## src/rtl/bus_ep_pkg.sv

```systemverilog
// bus_ep_pkg: shared IDs, error-bit indices and destination-field helper for the bus endpoint
package bus_ep_pkg;
  localparam int ID_W = 8;
  localparam logic [ID_W-1:0] BCAST_ID = 8'hFF;
  localparam int TX_OVF = 0;
  localparam int TX_UNF = 1;
  localparam int RX_OVF = 2;
  localparam int MISADDR = 3;
  localparam int MAX_W = 64;
  function automatic logic [ID_W-1:0] get_dest(input logic [MAX_W-1:0] pkt, input int unsigned pckg_sz);
    return pkt[pckg_sz-1 -: ID_W];
  endfunction
endpackage

```

## src/rtl/bus_dev_endpoint_fifo.sv

```systemverilog
// ep_fifo: first-word-fall-through FIFO with occupancy count and overflow/underflow pulses
module ep_fifo #(
  parameter int width = 16,
  parameter int depth = 8
) (
  input  logic                         clk,
  input  logic                         rst,
  input  logic                         wr,
  input  logic                         rd,
  input  logic [width-1:0]             din,
  output logic [width-1:0]             dout,
  output logic                         full,
  output logic                         empty,
  output logic [$clog2(depth+1)-1:0]   count,
  output logic                         ovf,
  output logic                         unf
);
  localparam int AW = $clog2(depth);
  localparam int CW = $clog2(depth+1);
  logic [width-1:0] mem [depth];
  logic [AW-1:0] wp, rp;
  logic re, we;
  assign empty = count == '0;
  assign full = count == CW'(depth);
  assign re = rd && !empty;
  // a read frees the slot the write needs, so write-while-full succeeds when paired with a read
  assign we = wr && (!full || re);
  assign ovf = wr && !we;
  assign unf = rd && empty;
  assign dout = empty ? '0 : mem[rp];
  always_ff @(posedge clk) begin
    if (rst) begin
      wp <= '0;
      rp <= '0;
      count <= '0;
    end else begin
      if (we) mem[wp] <= din;
      if (we) wp <= wp + 1'b1;
      if (re) rp <= rp + 1'b1;
      count <= count + CW'(we) - CW'(re);
    end
  end
endmodule

```

## src/rtl/bus_dev_endpoint.sv

```systemverilog
// bus_dev_endpoint: device-side bus terminal with TX/RX FIFOs and sticky error flags
// optional destination filter enabled by defining BUS_EP_ADDR_CHECK_EN
module bus_dev_endpoint
  import bus_ep_pkg::*;
#(
  parameter int pckg_sz = 16,
  parameter int depth = 8,
  parameter logic [ID_W-1:0] drv_id = 8'd0,
  parameter logic [ID_W-1:0] broadcast = BCAST_ID
) (
  input  logic                         clk,
  input  logic                         reset,
  output logic                         pndng,
  output logic [pckg_sz-1:0]           D_pop,
  input  logic                         pop,
  input  logic                         push,
  input  logic [pckg_sz-1:0]           D_push,
  input  logic                         tx_wr,
  input  logic [pckg_sz-1:0]           tx_data,
  output logic                         tx_full,
  input  logic                         rx_rd,
  output logic [pckg_sz-1:0]           rx_data,
  output logic                         rx_empty,
  output logic [$clog2(depth+1)-1:0]   rx_count,
  output logic [3:0]                   err_flags
);
  logic tx_empty, tx_ovf, tx_unf, rx_full, rx_ovf, rx_unf, accept, misaddr;
  logic [$clog2(depth+1)-1:0] tx_count;
  logic unused;
`ifdef BUS_EP_ADDR_CHECK_EN
  logic [ID_W-1:0] dest;
  assign dest = get_dest(MAX_W'(D_push), pckg_sz);
  assign accept = dest == drv_id || dest == broadcast;
`else
  assign accept = 1'b1;
`endif
  assign misaddr = push && !accept;
  assign pndng = !tx_empty;
  assign unused = ^{tx_count, rx_full, rx_unf, drv_id, broadcast};
  ep_fifo #(.width(pckg_sz), .depth(depth)) u_tx (
    .clk(clk), .rst(reset), .wr(tx_wr), .rd(pop), .din(tx_data), .dout(D_pop),
    .full(tx_full), .empty(tx_empty), .count(tx_count), .ovf(tx_ovf), .unf(tx_unf)
  );
  // filtered pushes never reach the RX FIFO, so they cannot also raise rx_ovf
  ep_fifo #(.width(pckg_sz), .depth(depth)) u_rx (
    .clk(clk), .rst(reset), .wr(push && accept), .rd(rx_rd), .din(D_push), .dout(rx_data),
    .full(rx_full), .empty(rx_empty), .count(rx_count), .ovf(rx_ovf), .unf(rx_unf)
  );
  always_ff @(posedge clk) begin
    if (reset) err_flags <= '0;
    else begin
      err_flags[TX_OVF] <= err_flags[TX_OVF] | tx_ovf;
      err_flags[TX_UNF] <= err_flags[TX_UNF] | tx_unf;
      err_flags[RX_OVF] <= err_flags[RX_OVF] | rx_ovf;
      err_flags[MISADDR] <= err_flags[MISADDR] | misaddr;
    end
  end
endmodule

```

## config.mk

```make
export PLATFORM = sky130hd
export DESIGN_NAME = bus_dev_endpoint
export DESIGN_NICKNAME = d
export VERILOG_FILES = /design/src/rtl/bus_ep_pkg.sv /design/src/rtl/bus_dev_endpoint_fifo.sv /design/src/rtl/bus_dev_endpoint.sv
export SDC_FILE = /design/constraint.sdc
export NUM_CORES = 1
export LEC_CHECK = 0
export BUFFER_PORTS_ARGS = -buffer_cell sky130_fd_sc_hd__buf_2
export CELL_PAD_IN_SITES_DETAIL_PLACEMENT = 0
export CELL_PAD_IN_SITES_GLOBAL_PLACEMENT = 1
export CORE_AREA = 2 2 171 173
export CTS_BUF_LIST = sky130_fd_sc_hd__clkbuf_2 sky130_fd_sc_hd__clkbuf_4 sky130_fd_sc_hd__clkbuf_8
export DETAILED_ROUTE_END_ITERATION = 6
export DIE_AREA = 0 0 173 175
export GPL_TIMING_DRIVEN = 0
export PLACE_DENSITY = 0.66
export SETUP_SLACK_MARGIN = 0.3
export SLEW_MARGIN = 20
export SYNTH_ARGS = -nofsm -noshare
export SYNTH_HDL_FRONTEND = slang
export SYNTH_SLANG_ARGS = --single-unit
```

## constraint.sdc

```tcl
create_clock -name clk -period 6.92 [get_ports clk]
set_input_delay 0.346 -clock clk [delete_from_list [all_inputs] [get_ports clk]]
set_output_delay 0.346 -clock clk [all_outputs]
set_load 0.1 [all_outputs]
```

== Yosys cells after proc, flatten, opt, wreduce, memory -nomap -nowiden ==
Memory sizes are Yosys's and may differ from the RTL's. A register that Yosys moved wholly into a read port is not among the register bits.
Index checks and enable logic that the tools add are counted.
Word-level totals
  bits in registers: 23
  memory bits (writable): 256
  input bits: 38
  memories kept: 2
Memory list
  u_rx.mem: words 8, width 16, rd ports 1, clocked after Yosys merged registers in 1, wr ports 1, RTL line bus_dev_endpoint_fifo.sv:20  | logic [width-1:0] mem [depth];
  u_tx.mem: words 8, width 16, rd ports 1, clocked after Yosys merged registers in 1, wr ports 1, RTL line bus_dev_endpoint_fifo.sv:20
Operators by class
  add/sub/neg operators: 8
  equal/unequal tests: 2
  muxes and demuxes: 12
  bitwise operators: 3
  reduce and logical (&&, ||, !) cells: 17
Operators with widths (count)
  16-bit two-way mux: 2
  3-bit by 1-bit adder with 3-bit output, second input constant: 4
  3-bit two-way mux: 4
  4-bit by 1-bit adder with 4-bit output: 2
  4-bit == test, second input constant: 2
  4-bit logical NOT: 2
  4-bit by 1-bit subtractor with 4-bit output: 2
  1-bit logical AND: 7
  1-bit logical NOT: 6
  1-bit two-way mux: 6
  1-bit OR: 3
  1-bit logical OR: 2

== Depth between registers and ports, before layout ==
  word-level depth: 8
  gate-level depth with buffers: 11
  gate-level depth less buffers: 11

== Modules after synthesis ==
A second synthesis with hierarchy kept.
Unflattened totals
  cell total of the unflattened synthesis: 553
  area total of the unflattened synthesis: 11198.2 um^2
Modules (own cells, without submodules)
  ep_fifo: instances 2, cells an instance 272, area an instance 5546.6 um^2, sequential area each 4103.9 um^2
  bus_dev_endpoint: instances 1, cells an instance 9, area an instance 105.1 um^2, sequential area each 60.1 um^2

== Least setup slack after synthesis ==
No wires, ideal clock.
  path kind: flip-flop to flip-flop
  from: register u_rx.count[2]
  to: memory u_rx.mem[0][0], enable pin
  library setup time: 0.436 ns
  data arrival time: 3.511 ns
  path slack: 2.973 ns
  stages on the path, launching flop included: 6
  path buffers: 0
  period minus slack after synthesis: 3.947 ns
  cell sequence: dfxtp_1 -> inv_1 -> ha_1 -> nor2b_1 -> o31ai_4 -> nor4b_1
Between the ends
  cells in the longest elaborated chain, start to end: 8
  elaborated cells between the ends (all ways): 10
  those cells by class: 1 x eq/ne; 3 x mux; 6 x reduce/logical
Ends and longest elaborated chain
  from (decl): RTL line bus_dev_endpoint_fifo.sv:14  | output logic [$clog2(depth+1)-1:0] count,
  from (signal assigned): RTL line bus_dev_endpoint_fifo.sv:40  | count <= count + CW'(we) - CW'(re);
  4-bit logical NOT: RTL line bus_dev_endpoint_fifo.sv:23  | assign empty = count == '0;
  1-bit logical NOT: RTL line bus_dev_endpoint_fifo.sv:25  | assign re = rd && !empty;
  1-bit logical AND: RTL line bus_dev_endpoint_fifo.sv:25
  1-bit logical OR *: RTL line bus_dev_endpoint_fifo.sv:27  | assign we = wr && (!full || re);
  1-bit logical AND *: RTL line bus_dev_endpoint_fifo.sv:27
  1-bit two-way mux *: RTL line bus_dev_endpoint_fifo.sv:37  | if (we) mem[wp] <= din;
  1-bit two-way mux *: RTL line bus_dev_endpoint_fifo.sv:32  | if (rst) begin
  1-bit two-way mux (implied by the code) *: RTL line bus_dev_endpoint_fifo.sv:37
  to (decl): RTL line bus_dev_endpoint_fifo.sv:20
Mark *: on every way between the ends. The rest lies on a longest branch, timed or not.

== Worst setup path in the final report ==
  from: register u_tx.count[2]
  to: output D_pop[11]
Between the ends
  cells in the longest elaborated chain, start to end: 2
Ends and longest elaborated chain
  from (decl): RTL line bus_dev_endpoint_fifo.sv:14
  from (signal assigned): RTL line bus_dev_endpoint_fifo.sv:40
  4-bit logical NOT: RTL line bus_dev_endpoint_fifo.sv:23
  16-bit two-way mux: RTL line bus_dev_endpoint_fifo.sv:30  | assign dout = empty ? '0 : mem[rp];
  to (decl): RTL line bus_dev_endpoint.sv:14  | output logic [pckg_sz-1:0] D_pop,
No other way between the ends.

==> metrics.cfg <==
[grt]
grt_usage_pct = 15.6
gr-total-overflow = 0
grt_pass1_vias = 6377
grt_pass1_wl_um = 36200
grt_max_degree = 17
antenna_found_initial = 2

[floorplan]
die_height_um = 175
die-area_um2 = 30300
core_um2 = 28400
chipWidth_um = 173
pin_count = 81
start_util_pct = 39.5
rows = 62

[timing]
finalCritPeriodShare_pct = 51.0
finalSetupViolations = 0
fmax_ghz = 0.283
setup_ws_ns = 3.39
rsz0062_at_grt = no
finalClockSkew_ns = 0.0238
fin_tns_setup_ns = 0
worstMarginPinSlew_ns = 0.957
min_period_ns = 3.53
hold_viol = 0
relSlewSlack_pct = 35.2
whs_ns = 0.0707
finalMaxSlewViolations = 0

[run_status]
status = complete, no violations

[route]
num_vias = 5756
drtIter0Drc = 282
wl_per_cell_um = 20.3
avgViaCountPerCell = 5.07
drt-total-wl_um = 23100
drt-pass1-iter-count = 4
drc = 0
ant_nets = 0

[synth]
synth_area_um2 = 11200
syn_inst = 557
synth.avg_cell_area_um2 = 20.1
ys.flop_type = edfxtp_1
synth_enable_flop_cells = 256
synth-seq-area-share_pct = 73.8
async_reset_ff_share_pct = 0
ys_ff_latch = 285
synth_warnings = 0
synth_cell_types = 52
syn-num-nets = 613

[setup_path]
cp-start-kind = register
path_delay_family = buffers and inverters
slowest_stage = clkbuf_1
max_stage_delay_ns = 0.58
crit_buf_inv = 3
crit_required_ns = 6.57
crit_fanout = 10
cp_data_arrival_time_ns = 3.18
endpoint_kind = output port
path_class = register to output port
path_cells = inv_1, ha_1, nor3b_4, nor2_1, clkbuf_1, a22o_1, buf_2

[clock_tree]
cts_sinks = 285
clock_latency_ns = 0.54
cts.repair.resized = 0
cts_tree = done
numCtsBuffers = 46
hold_buffers = 0
htreeDepth = 2
cts_setup_buffers = 0
clk_pin_slew_ns = 0.06
root_buffer = clkbuf_8
clockBufferDepth = 3

[power_and_ir_drop]
p_sw_mw = 2.11
p_per_area_nw_per_um2 = 401
power_mw = 5.34
sw_frac_of_total_pct = 39.6
clkPwrFrac_pct = 25.9
comb_power_share_pct = 36.5
seqPwrFrac_pct = 37.6
p_int_mw = 3.23
leakage_nw = 4.59
ir_drop_v = 0.000284

[final_layout]
final_cell_mix = 256 x edfxtp_1, 88 x buf_2, 64 x mux4_2
area_delta_synth_final_pct = 18.8
finish.net_count = 772
final_common_cell = edfxtp_1
drive_above_1_share_pct = 39.7
nFillCells = 2490

[run]
cap_violations = 0

[place]
dp_hpwl_um = 15700
portBuffers = 79
place.gp.congestion = 0.733
pre_cts_ws_ns = 3.93

[worst_hold_path]
hold_path.class = primary input to register

layer usage:
layer / vias up / global-route usage, % / wire length [µm]
li1: 2593 / - / -
met1: 2997 / 19.7 / 9990
met2: 127 / 27.1 / 11600
met3: 37 / 3.26 / 1040
met4: 2 / 4.73 / 413
met5: - / 0 / 7
worst register-to-register path, cell delays in order (launching register included):
cell and delay, ns:
dfxtp_1 0.31, inv_1 0.07, ha_1 0.23, nor2b_1 0.32
o21ai_4 0.13, nor4_2 0.66, buf_4 0.29, buf_4 0.17
buf_4 0.15
stage by stage:
step / util [%] / cell area, µm² / std cells
finish: 46.9 / 13300 / 1135
global route: 46.9 / 13300 / 1134
CTS: 46.9 / 13300 / 1134
detailed placement: 43.8 / 12400 / 1052
global placement: 42.6 / 12100 / 1020
floorplan: - / 11200 / 557
state kept, by name (all words and copies together) (netlist names), named ones only:
signal / cells
err_flags: 3
u_rx.count: 4
u_rx.mem: 128
u_rx.rp: 3
u_rx.wp: 3
u_tx.count: 4
u_tx.mem: 128
u_tx.rp: 3
u_tx.wp: 3
synthesized netlist by cell type, types with 4 or more instances:
| master | instances | area [µm²] |
|---|---|---|
| inv_1 | 21 | 78.8 |
| nand3_1 | 4 | 20.0 |
| edfxtp_1 | 256 | 7690 |
| buf_2 | 4 | 20.0 |
| buf_1 | 5 | 18.8 |
| nor2b_1 | 10 | 62.6 |
| ha_1 | 16 | 200 |
| buf_4 | 5 | 37.5 |
| a21oi_1 | 10 | 50.1 |
| a22o_1 | 31 | 272 |
| nor2_1 | 20 | 75.1 |
| dfxtp_1 | 29 | 581 |
| buf_6 | 5 | 56.3 |
| nor4_1 | 5 | 31.3 |
| nand2b_1 | 7 | 43.8 |
| clkbuf_1 | 5 | 18.8 |
| nor3_1 | 7 | 35.0 |
| o21ai_0 | 5 | 25.0 |
| mux4_2 | 64 | 1440 |
cell families after synthesis:
family,after synthesis,synth area share [%]
other cells,1,0.0335
flops,285,73.8
fa+ha+maj,18,2.14
buf+inv,50,2.34
compound gates,62,4.49
xor+xnor,2,0.156
mux,70,13.5
simple gates,69,3.57
layout make-up:
class / instances / area, µm² / share of cell area [%]
inverters: 25 / 96.3 / 0.724
repair buffers: 111 / 657 / 4.94
multi-input cells: 222 / 2760 / 20.7
diodes: 1 / 2.50 / 0.0188
clock buffers: 65 / 776 / 5.83
plain buffers: 25 / 166 / 1.25
well taps: 384 / 480 / 3.61
clock inverters: 17 / 108 / 0.808
flip-flops and latches: 285 / 8270 / 62.1
path summary, 6_finish.rpt:
| path | start | endpoint | slack (ns) | cells after the start |
|---|---|---|---|---|
| worst max-delay path | u_tx.count[2] | D_pop[11] | 3.39 | 7 |
| worst max register to register | u_tx.count[2] | u_tx.mem[2][7] | 4.30 | 8 |
| worst min register to register | err_flags[0] | err_flags[0] | 0.47 | 2 |
| worst min-delay path | tx_data[0] | u_tx.mem[0][0] | 0.07 | 1 |
power groups by stage:
stage / sequential, mW / combinational, mW / clock, mW
finish: 2.01 / 1.95 / 1.38
global route: 2.02 / 2.05 / 1.50
CTS: 2.01 / 1.97 / 1.43
detailed placement: 2.05 / 1.97 / 0
global placement: 2.04 / 1.93 / 0
floorplan: 2.12 / 1.52 / 0
No activity file was read; power rests on OpenSTA's default activity.
